## src/rtl/sort_loader.sv

```systemverilog
// Packs a serial sample stream into 4-sample frames and issues each frame to the
// sort core as two pairs, with a tag line aligned to the core's result latency.
module sort_loader #(
    parameter int unsigned    WIDTH    = 32,
    parameter logic [WIDTH-1:0] PAD    = '0,
    parameter int unsigned    CORE_LAT = 4
) (
    input  logic             clk,
    input  logic             rst,
    input  logic             s_valid,
    output logic             s_ready,
    input  logic [WIDTH-1:0] s_data,
    input  logic             s_last,
    output logic [WIDTH-1:0] a,
    output logic [WIDTH-1:0] b,
    output logic             sel,
    output logic             frame_valid,
    output logic [2:0]       frame_n
);

    localparam int unsigned FRAME = 4;
    localparam int unsigned CNT_W = 3;

    typedef enum logic [1:0] {
        ST_IDLE,
        ST_ISSUE0,
        ST_ISSUE1
    } state_t;

    state_t               r_state;
    state_t               w_next_state;

    logic [WIDTH-1:0]     r_c [FRAME];
    logic [CNT_W-1:0]     r_ccnt;
    logic                 r_closed;

    logic [WIDTH-1:0]     r_q [FRAME];
    logic [CNT_W-1:0]     r_qn;

    logic                 r_tag_v [CORE_LAT+1];
    logic [CNT_W-1:0]     r_tag_n [CORE_LAT+1];

    logic                 w_accept;
    logic                 w_handoff;

    assign s_ready   = !r_closed;
    assign w_accept  = s_valid && !r_closed;
    assign w_handoff = r_closed && (r_state == ST_IDLE || r_state == ST_ISSUE1);

    // Collect bank: fills while the issue bank drains, frozen once closed.
    always_ff @(posedge clk or negedge rst) begin
        if (!rst) begin
            for (int i = 0; i < int'(FRAME); i++) begin
                r_c[i] <= '0;
            end
            r_ccnt   <= '0;
            r_closed <= 1'b0;
        end else if (w_handoff) begin
            r_ccnt   <= '0;
            r_closed <= 1'b0;
        end else if (w_accept) begin
            r_c[r_ccnt[1:0]] <= s_data;
            r_ccnt           <= r_ccnt + CNT_W'(1);
            if (r_ccnt == CNT_W'(FRAME - 1) || s_last) begin
                r_closed <= 1'b1;
            end
        end
    end

    // Issue bank: slots beyond the real sample count are padded, not left stale.
    always_ff @(posedge clk or negedge rst) begin
        if (!rst) begin
            for (int i = 0; i < int'(FRAME); i++) begin
                r_q[i] <= '0;
            end
            r_qn <= '0;
        end else if (w_handoff) begin
            for (int i = 0; i < int'(FRAME); i++) begin
                r_q[i] <= (CNT_W'(i) < r_ccnt) ? r_c[i] : PAD;
            end
            r_qn <= r_ccnt;
        end
    end

    always_ff @(posedge clk or negedge rst) begin
        if (!rst) begin
            r_state <= ST_IDLE;
        end else begin
            r_state <= w_next_state;
        end
    end

    always_comb begin
        w_next_state = r_state;
        a            = '0;
        b            = '0;
        sel          = 1'b0;
        case (r_state)
            ST_IDLE: begin
                if (w_handoff) begin
                    w_next_state = ST_ISSUE0;
                end
            end
            ST_ISSUE0: begin
                a            = r_q[0];
                b            = r_q[1];
                sel          = 1'b0;
                w_next_state = ST_ISSUE1;
            end
            ST_ISSUE1: begin
                a            = r_q[2];
                b            = r_q[3];
                sel          = 1'b1;
                w_next_state = w_handoff ? ST_ISSUE0 : ST_IDLE;
            end
            default: begin
                w_next_state = ST_IDLE;
            end
        endcase
    end

    // Tag enters at the core's pair-0 capture edge and exits with its result.
    always_ff @(posedge clk or negedge rst) begin
        if (!rst) begin
            for (int i = 0; i <= int'(CORE_LAT); i++) begin
                r_tag_v[i] <= 1'b0;
                r_tag_n[i] <= '0;
            end
        end else begin
            r_tag_v[0] <= (r_state == ST_ISSUE0);
            r_tag_n[0] <= (r_state == ST_ISSUE0) ? r_qn : '0;
            for (int i = 1; i <= int'(CORE_LAT); i++) begin
                r_tag_v[i] <= r_tag_v[i-1];
                r_tag_n[i] <= r_tag_n[i-1];
            end
        end
    end

    assign frame_valid = r_tag_v[CORE_LAT];
    assign frame_n     = r_tag_n[CORE_LAT];

endmodule

```

## config.mk

```make
export PLATFORM = sky130hd
export DESIGN_NAME = sort_loader
export DESIGN_NICKNAME = d
export VERILOG_FILES = /design/src/rtl/sort_loader.sv
export SDC_FILE = /design/constraint.sdc
export NUM_CORES = 1
export LEC_CHECK = 0
export BUFFER_PORTS_ARGS = -buffer_cell sky130_fd_sc_hd__buf_4
export CORE_ASPECT_RATIO = 0.9
export CORE_MARGIN = 2
export CORE_UTILIZATION = 40
export DETAILED_ROUTE_END_ITERATION = 16
export HOLD_SLACK_MARGIN = 0.08
export SLEW_MARGIN = 20
export SYNTH_ARGS = -nofsm -noshare
export SYNTH_HDL_FRONTEND = slang
export SYNTH_SLANG_ARGS = --single-unit
export TNS_END_PERCENT = 10
```

## constraint.sdc

```tcl
create_clock -name clk -period 2.1 [get_ports clk]
set_clock_uncertainty 0.15 [all_clocks]
set_input_delay 0.105 -clock clk [delete_from_list [all_inputs] [get_ports clk]]
set_output_delay 0.105 -clock clk [all_outputs]
set_load 0.005 [all_outputs]
```

# [Yosys cells after proc, flatten, opt, wreduce, memory -nomap -nowiden]
# Cells that the tools add are included.
# Widths: inputs -> output; s select.
[op_classes] add_sub_neg=1 n_mul=0 shifts=0 n_bitwise=2 magnitude_cmp=6 reduce_logical=11 n_mux=19 n_eq_ne=4 div_mod_pow=0
[op_table] cell="$mux 32" n=5
[op_table] cell="$bwmux 128" n=1
[op_table] cell="$pmux 32 s2" n=2
[op_table] cell="$demux 32 s2" n=1
[op_table] cell="$mux 3" n=3
[op_table] cell="$lt 1x3->1 const A" n=2
[op_table] cell="$lt 2x3->1 const A" n=2
[op_table] cell="$pmux 2 s3" n=1
[op_table] cell="$mux 1" n=5
[op_table] cell="$reduce_and 2->1" n=2
[op_table] cell="$reduce_bool 2->1" n=2
[op_table] cell="$add 3x1->3 const B" n=1
[op_table] cell="$eq 3x2->1 const B" n=1
[op_table] cell="$ge 3x3->1 const B" n=1
[op_table] cell="$logic_and 1x1->1" n=3
[op_table] cell="$lt 3x1->1 const B" n=1
[op_table] cell="$not 2->3" n=1
[op_table] cell="$eq 2x1->1 const B" n=1
[op_table] cell="$eq 2x2->1 const B" n=1
[op_table] cell="$logic_not 2->1" n=1
[op_table] cell="$logic_or 1x1->1" n=2
[op_table] cell="$mux 2" n=1
[op_table] cell="$ne 2x2->1 const B" n=1
[op_table] cell="$logic_not 1->1" n=1
[op_table] cell="$not 1->1" n=1
[word_totals] latchBits=0 n_memories=0 output_inout_bits=70 register_bits=285 in_bits=36 ram_bits=0 mem_bits_ro=0 wordCells=65

# [Longest topological paths before layout]
# Gate-level depths: netlist of run 1.
[depth] ltp_word=6 mapped_depth=8 depth_no_buf=5

# [Worst setup path before layout of run 1]
# Ideal clock, no wire load.
[synth_timing] path_kind="flip-flop to flip-flop" startpoint="register r_state[0]" endpoint="register r_q[105] (netlist bit)" stages_incl_launch_ff=7 setup_slack_ps=276 path_buffers=2 period_less_slack_ps=1824 setup_ps=65 required_ps=1885 arrival_time_ps=1608 cell_sequence="dfrtp_1 -> inv_1 -> ha_1 -> o21ai_2 -> buf_2 -> buf_1 -> a22o_1"
[synth_between] elab_chain_len=3 elab_cells_between_ends=4 cone_classes="eq/ne: 1; reduce/logical: 3"
[synth_rtl] item="start, declared" line_no="30" rtl="state_t r_state;"
[synth_rtl] item="start signal, assigned" line_no="89" rtl="r_state <= w_next_state;"
[synth_rtl] item="$eq 2x2->1 or $logic_not 2->1 (tied branches)" line_no="48" rtl="assign w_handoff = r_closed && (r_state == ST_IDLE || r_state == ST_ISSUE1);"
[synth_rtl] item="$logic_or 1x1->1 (*)" line_no="48"
[synth_rtl] item="$logic_and 1x1->1 (*)" line_no="48"
[synth_rtl] item="end signal, assigned by index" line_no="79" rtl="r_q[i] <= (CNT_W'(i) < r_ccnt) ? r_c[i] : PAD;"
[synth_rtl] item="end, declared" line_no="37" rtl="logic [WIDTH-1:0] r_q [FRAME];"
# Every way passes the cells marked *; elsewhere a longest branch is shown, timed or not.
# A chain may end at the register's enable or synchronous reset.

# [Worst setup path after layout of run 1]
[layout_timing] startpoint="register r_state[0]" endpoint="output b[4]"
[layout_between] elab_chain_len=2 elab_cells_between_ends=3 cone_classes="eq/ne: 2; mux: 1"
[layout_rtl] item="$eq 2x2->1 or $eq 2x1->1 (tied branches)" line_no="98" rtl="case (r_state)"
[layout_rtl] item="$pmux 32 s2 (*)" line_no="98"
[layout_rtl] item="end, declared" line_no="15" rtl="output logic [WIDTH-1:0] b,"
# Marks and branches as above.

==> results of run 1 <==
## sequential cells by signal, indices dropped and copies added (netlist names)
name and cells:
r_tag_n 12, r_tag_v 4, r_state 2, r_closed 1, r_ccnt 3, r_qn 3, frame_n 3, r_q 128
r_c 128, frame_valid 1
## worst reg2reg max path: cells and delay by family (launching register included)
kind / cells / cell delay, ns
AO/OA/AOI/OAI: 3 / 0.84
buffers and inverters: 3 / 0.45
flip-flops: 1 / 0.39
adder cells (fa/ha/maj): 1 / 0.14
## what timing repair did
action	CTS	global route
resized for setup	69	39
setup endpoints to repair	96	111
buffers inserted	6	2
hold endpoints to repair	416	0
hold buffers	36	0
cloned	8	3
pin swaps	32	14
## cell usage in the layout, fill, tap and decap left out, drive strengths merged, types with 2 or more instances in the layout
cell type,netlist,final
clkbuf,33,48
clkinv,0,3
nor2b,65,65
and2,4,4
mux2,128,128
bufinv,0,4
dfrtp,285,285
ha,10,10
buf,39,161
o21ai,71,71
nand3,3,3
a22oi,64,64
a22o,64,64
dlygate4sd3,0,36
nand2,136,136
inv,7,7
a31oi,2,2
## layer usage
layer  part of all wire  up-vias  wire (microns)
li1                   -     3535               -
met1               0.48     3815           13930
met2               0.46      162           13290
met3              0.038       30            1101
met4              0.014        0             415
met5                  0        -               0
## per-stage QoR
stage / hold slack, ns / cells / util / instance area, sq um
6_report: 0.1953 / 1460 / 0.5379 / 15150
5_1_grt: 0.2003 / 1460 / 0.5379 / 15150
4_1_cts: 0.1978 / 1454 / 0.5279 / 14860
3_5_place_dp: -0.06678 / 1352 / 0.4584 / 12910
3_3_place_gp: -0.06561 / 1352 / 0.4584 / 12910
2_1_floorplan: -0.3406 / 919 / - / 11520
## worst paths after layout
check | from | end | slack (ns)
max | r_state[0] | b[4] | -0.16
min | r_tag_v[1] | frame_valid | 0.20
max reg2reg | r_state[0] | r_q[121] | 0.08
min reg2reg | r_tag_v[1] | frame_valid | 0.20
max in group asynchronous | rst | r_q[56] | 0.51
min in group asynchronous | rst | frame_n[2] | 0.51
## report_power, final
group          internal (mW)  total, mW  switching, mW
combinational           3.93       7.77           3.84
sequential              7.71       8.92           1.21
clock                   3.30       5.40           2.09
## cell families (layout without fill, tap and decap cells)
kind of cell,Yosys count,count (layout),share of synthesized area
AOI/OAI and AO/OA,204,204,0.1257
xor gates and xnor gates,1,1,0.0007602
adders and majority gates,10,10,0.01086
buffers and inverters,79,260,0.03312
DFF,285,285,0.6189
muxes,128,128,0.1251
and+or+nand+nor,212,212,0.08556
## final cells by class
class                      instances  area (sq um)
multi-input combinational        555          4413
sequential                       285          7133
clock inverter                     8         142.6
clock buffer                      44         862.1
fill                            2420         13010
timing repair buffer             201          2120
tap                              360         450.4
inverter                           7         26.28
==> key figures, run 1 <==
Outcome
  • Run status: finished, violations left
  • Failing checks: setup timing

Setup path
  • Crit path DAT: 2.01 ns
  • Type of element capturing the critical path: primary output
  • Crit path depth: 8
  • Ordered cell list for the critical path: inv_2 > buf_6 > ha_4 > buf_12 > buf_12 > a22oi_2 > nor2b_1 > buf_4
  • Worst setup SP type: flop
  • Worst path bufs/invs: 5
  • Largest delay share family, worst path: buffers and inverters
  • Critical-path top delay cell: sky130_fd_sc_hd__dfrtp_1
  • Worst Reg-to-Reg Cells: 7
  • Cell repeated most along the worst path: sky130_fd_sc_hd__buf_12
  • Max stage delay on crit path: 0.39 ns
  • CP Class: flop to primary output
  • Required time of the critical path: 1.85 ns
  • Crit path max fanout: 13

Synth
  • Yosys top cell area share: 0.6189
  • Sequential cell area fraction in the yosys report: 0.6189
  • Instance count of the mapped netlist: 919
  • Count of flip-flops with a built-in enable after synthesis: 0
  • Register bit total from synthesis: 285
  • Biggest area contributors in the synthesized netlist: sky130_fd_sc_hd__dfrtp_1 62%, sky130_fd_sc_hd__mux2_2 13%, sky130_fd_sc_hd__a22o_1 4.9%, sky130_fd_sc_hd__nand2_1 4.4%, sky130_fd_sc_hd__a22oi_1 4.2%
  • Most numerous cell in the Yosys netlist: sky130_fd_sc_hd__dfrtp_1
  • Net count after synthesis: 965
  • Post-Syn Area per Cell: 12.54 sq um
  • Cell area after synthesis: 0.01152 sq mm
  • Most instantiated flip-flop cell in the synthesis netlist: sky130_fd_sc_hd__dfrtp_1
  • Share of flip-flops with an asynchronous set or reset: 1.000
  • Number of warnings issued by yosys: 0
  • Count of different cell masters after synthesis: 28
  • Synth area leader: sky130_fd_sc_hd__dfrtp_1
  • Ranking of synthesized cells by instance count: 285 x sky130_fd_sc_hd__dfrtp_1, 136 x sky130_fd_sc_hd__nand2_1, 128 x sky130_fd_sc_hd__mux2_2, 70 x sky130_fd_sc_hd__o21ai_0

Clocking
  • Maximum level of the CTS H-tree: 1
  • CTS clock-pin slew for the worst setup and hold paths: 0.06 ns
  • Total clock buffers created by CTS: 29
  • Count of clock tree sinks: 285
  • CTS tree: yes
  • Skew-Pair Late Insertion Delay: 0.54 ns
  • Library cell used as clock root buffer: sky130_fd_sc_hd__clkbuf_16
  • Buffer depth of the longest clock path: 3

Timing
  • RSZ-0062 raised after global routing: true
  • Finish-stage setup viols: 63
  • Final critical-path required period: 2.264 ns
  • Setup TNS: -6.995 ns
  • Least setup slack across all paths after layout: -0.1640 ns
  • Final hold vios: 0
  • Count of final max-slew check failures: 0
  • Slew headroom: 0.3828
  • Share of the clock period used by the worst path after layout: 1.078
  • FMAX: 0.4417 GHz
  • Measured slew at the worst slew-check pin: 0.9258 ns

Floorplanning
  • I/O Pins: 106
  • Number of rows created at floorplan: 58
  • Chip Width: 182.9 microns
  • Area of the die: 0.03018 sq mm
  • Core area: 0.02816 sq mm
  • Initial core utilization: 0.4093
  • Die Span Y: 165.0 microns

Detailed routing
  • Detailed-router iteration count before antenna repair: 4
  • Detailed Route WL: 28740 microns
  • Wirelength per Cell: 19.68 microns
  • Total number of vias: 7542
  • Count of nets left with antenna violations after detail routing: 0
  • Iter 0 DRT Violations: 421
  • Vias per inst: 5.166
  • Final routed DRC violation total: 0

Finish
  • Antenna diode count: 0
  • Number of nets in the layout: 1125
  • Area Growth Syn to Fin: 31.44%
  • Ratio of cells with drive above 1 in the final layout: 0.3891

GRT
  • Routing usage on met1: 0.2811
  • GRT met2 Usage: 0.3108
  • Global routing usage on met3: 0.02448
  • Wire length of the first global-routing pass: 44710 microns
  • Global-route usage over all layers: 0.1912
  • Residual overflow from global routing: 0
  • Top Usage Layer GRT: met2
  • Maximum number of pins on one net before global-route repair: 99
  • Antenna violations before repair: 0
  • Number of global-route vias before repair: 7523

Placement
  • Port-buffer cells: 105
  • Pre-CTS setup slack: -0.09855 ns
  • Placer Congestion: 0.7442
  • Post-DP HPWL: 15920 microns

Power
  • Maximum vdd ir drop: 903.4 uV
  • Leakage Power: 6.636 nW
  • Power density over the cells: 1458 mW/mm^2
  • Total power: 22.09 mW

Worst hold path
  • Worst hold stages: 0
  • Worst min path class: flop to flop

Flow run
  • Max cap viols: 0
No activity file was read; power rests on OpenSTA's default activity.
==> run 2, diff against run 1 <==
--- a/config.mk
+++ b/config.mk
@@ -11,6 +11,7 @@
 export CORE_UTILIZATION = 40
 export DETAILED_ROUTE_END_ITERATION = 16
 export HOLD_SLACK_MARGIN = 0.08
+export RECOVER_POWER = 25
 export SLEW_MARGIN = 20
 export SYNTH_ARGS = -nofsm -noshare
 export SYNTH_HDL_FRONTEND = slang
==> run 2 against run 1 <==
Effect of this change: the flow still finishes with violations (setup timing); sequential share of layout area barely moved; global-route usage stayed put; register-to-register slack about the same; count of clock-buffer cells in the layout unchanged; final area is essentially flat.
==> key figures, run 2 (synthesis gave the netlist of run 1 again) <==
Detailed routing
  • Wirelength per Cell: 19.68 microns
  • Vias per inst: 5.166
  • Iter 0 DRT Violations: 420
  • Detailed-router iteration count before antenna repair: 4
  • Total number of vias: 7543
  • Count of nets left with antenna violations after detail routing: 0
  • Final routed DRC violation total: 0
  • Detailed Route WL: 28730 microns

Clocking
  • Maximum level of the CTS H-tree: 1
  • Library cell used as clock root buffer: sky130_fd_sc_hd__clkbuf_16
  • Buffer depth of the longest clock path: 3
  • CTS tree: yes
  • Count of clock tree sinks: 285
  • Total clock buffers created by CTS: 29
  • Skew-Pair Late Insertion Delay: 0.54 ns
  • CTS clock-pin slew for the worst setup and hold paths: 0.06 ns

Placement
  • Placed insts: 1352
  • Placer Congestion: 0.7442
  • Pre-CTS setup slack: -0.09855 ns
  • Port-buffer cells: 105
  • Placed Instance Area: 0.01291 sq mm
  • Post-DP HPWL: 15920 microns

Floorplanning
  • Chip Width: 182.9 microns
  • Die Span Y: 165.0 microns
  • Core area: 0.02816 sq mm
  • I/O Pins: 106
  • Number of rows created at floorplan: 58
  • Area of the die: 0.03018 sq mm
  • Initial core utilization: 0.4093

Timing
  • Least setup slack across all paths after layout: -0.1646 ns
  • Count of final max-slew check failures: 0
  • FMAX: 0.4416 GHz
  • Setup TNS: -7.012 ns
  • Final hold vios: 0
  • Share of the clock period used by the worst path after layout: 1.078
  • RSZ-0062 raised after global routing: true
  • Measured slew at the worst slew-check pin: 0.9260 ns
  • Slew headroom: 0.3827
  • Finish-stage setup viols: 63
  • Final critical-path required period: 2.265 ns

Setup path
  • Crit path DAT: 2.01 ns
  • Type of element capturing the critical path: primary output
  • Crit path from: r_state[0]
  • CP Class: flop to primary output
  • Worst flop-to-flop path startpoint: r_state[0]
  • Crit path max fanout: 13
  • Worst Reg-to-Reg Cells: 7
  • Worst setup SP type: flop
  • Required time of the critical path: 1.85 ns

Finish
  • Leading cell types in the layout, fill and taps excluded: 284 x sky130_fd_sc_hd__dfrtp_1, 132 x sky130_fd_sc_hd__nand2_1, 128 x sky130_fd_sc_hd__mux2_2
  • Most common cell after layout, fill and taps aside: sky130_fd_sc_hd__dfrtp_1
  • Antenna diode count: 0
  • Non-filler cells, final: 1460
  • Number of nets in the layout: 1125
  • Fill cell total of the finished layout: 2421
  • Ratio of cells with drive above 1 in the final layout: 0.3891
  • Area Growth Syn to Fin: 31.34%
  • Final design area excluding fillers: 0.01513 sq mm
  • Registers with the most flip-flops: r_c: 128 flops, r_q: 128 flops, r_tag_n: 12 flops

Outcome
  • Run status: finished, violations left
  • Failing checks: setup timing

GRT
  • Residual overflow from global routing: 0
  • GRT met2 Usage: 0.3108
  • Antenna violations before repair: 0
  • Number of global-route vias before repair: 7523
  • Maximum number of pins on one net before global-route repair: 99
  • Routing usage on met1: 0.2811
  • Global routing usage on met3: 0.02448
  • Wire length of the first global-routing pass: 44710 microns
  • Global-route usage over all layers: 0.1912
  • Top Usage Layer GRT: met2

Worst hold path
  • Worst hold stages: 0
  • Worst Min Path Start: r_tag_v[1]
  • Worst min path class: flop to flop

Power
  • Relative contribution of the clock network to total power: 0.244
  • Reg power frac: 0.404
  • Internal Pwr Total: 14.94 mW
  • Total power: 22.08 mW
  • Switching Share: 0.3236
  • Power density over the cells: 1459 mW/mm^2
  • Leakage Power: 6.630 nW
  • Switching power total: 7.147 mW
  • Power share of the combinational group: 0.352
  • Maximum vdd ir drop: 902.9 uV

Flow run
  • Max cap viols: 0
[run 2: power groups by stage]
stage | combinational, mW | sequential, mW | clock (mW)
floorplan | 4.46 | 8.57 | 0
global placement | 6.35 | 8.80 | 0
detailed placement | 6.50 | 8.87 | 0
CTS | 7.47 | 8.86 | 5.51
global route | 8.47 | 9.19 | 5.77
finish | 7.76 | 8.92 | 5.40
[run 2: per-stage QoR]
stage,util,hold slack (ns)
floorplan,-,-0.3406
global placement,0.4584,-0.06561
detailed placement,0.4584,-0.06678
CTS,0.5279,0.1978
global route,0.5375,0.2003
finish,0.5375,0.1953
[run 2: critical path, cell delays in order (launching register included)]
cell,delay [ns]
sky130_fd_sc_hd__dfrtp_1,0.39
sky130_fd_sc_hd__inv_2,0.09
sky130_fd_sc_hd__buf_6,0.10
sky130_fd_sc_hd__ha_4,0.19
sky130_fd_sc_hd__buf_12,0.11
sky130_fd_sc_hd__buf_12,0.15
sky130_fd_sc_hd__a22oi_2,0.09
sky130_fd_sc_hd__nor2b_1,0.20
sky130_fd_sc_hd__buf_4,0.15
[run 2: timing repair]
item | 4_1_cts | 5_1_grt
pin swaps | 32 | 14
gates resized for setup | 69 | 39
hold buffers | 36 | 0
cloned | 8 | 3
hold endpoints to repair | 416 | 0
setup endpoints to repair | 96 | 111
setup buffers | 6 | 2
[run 2: final cells by class]
type                    count  area [sq um]  area share
clock buffers              44         862.1     0.05696
clock inverters             8         142.6    0.009425
well taps                 360         450.4     0.02976
multi-input cells         555          4413      0.2916
repair buffers            201          2107      0.1392
flip-flops and latches    285          7133      0.4713
inverters                   7         26.28    0.001736
[run 2: final timing paths]
kind,endpoint,slack (ns)
worst max-delay path,b[4],-0.16
worst min-delay path,frame_valid,0.20
worst max register to register,r_q[121],0.08
worst min register to register,frame_valid,0.20
max in group asynchronous,r_q[56],0.20
min in group asynchronous,frame_n[2],0.67
[run 2: per-layer routing]
layer,vias up,routed length (microns)
met5,-,0
met4,0,408
met3,30,995
met2,148,13300
met1,3829,14020
li1,3536,-
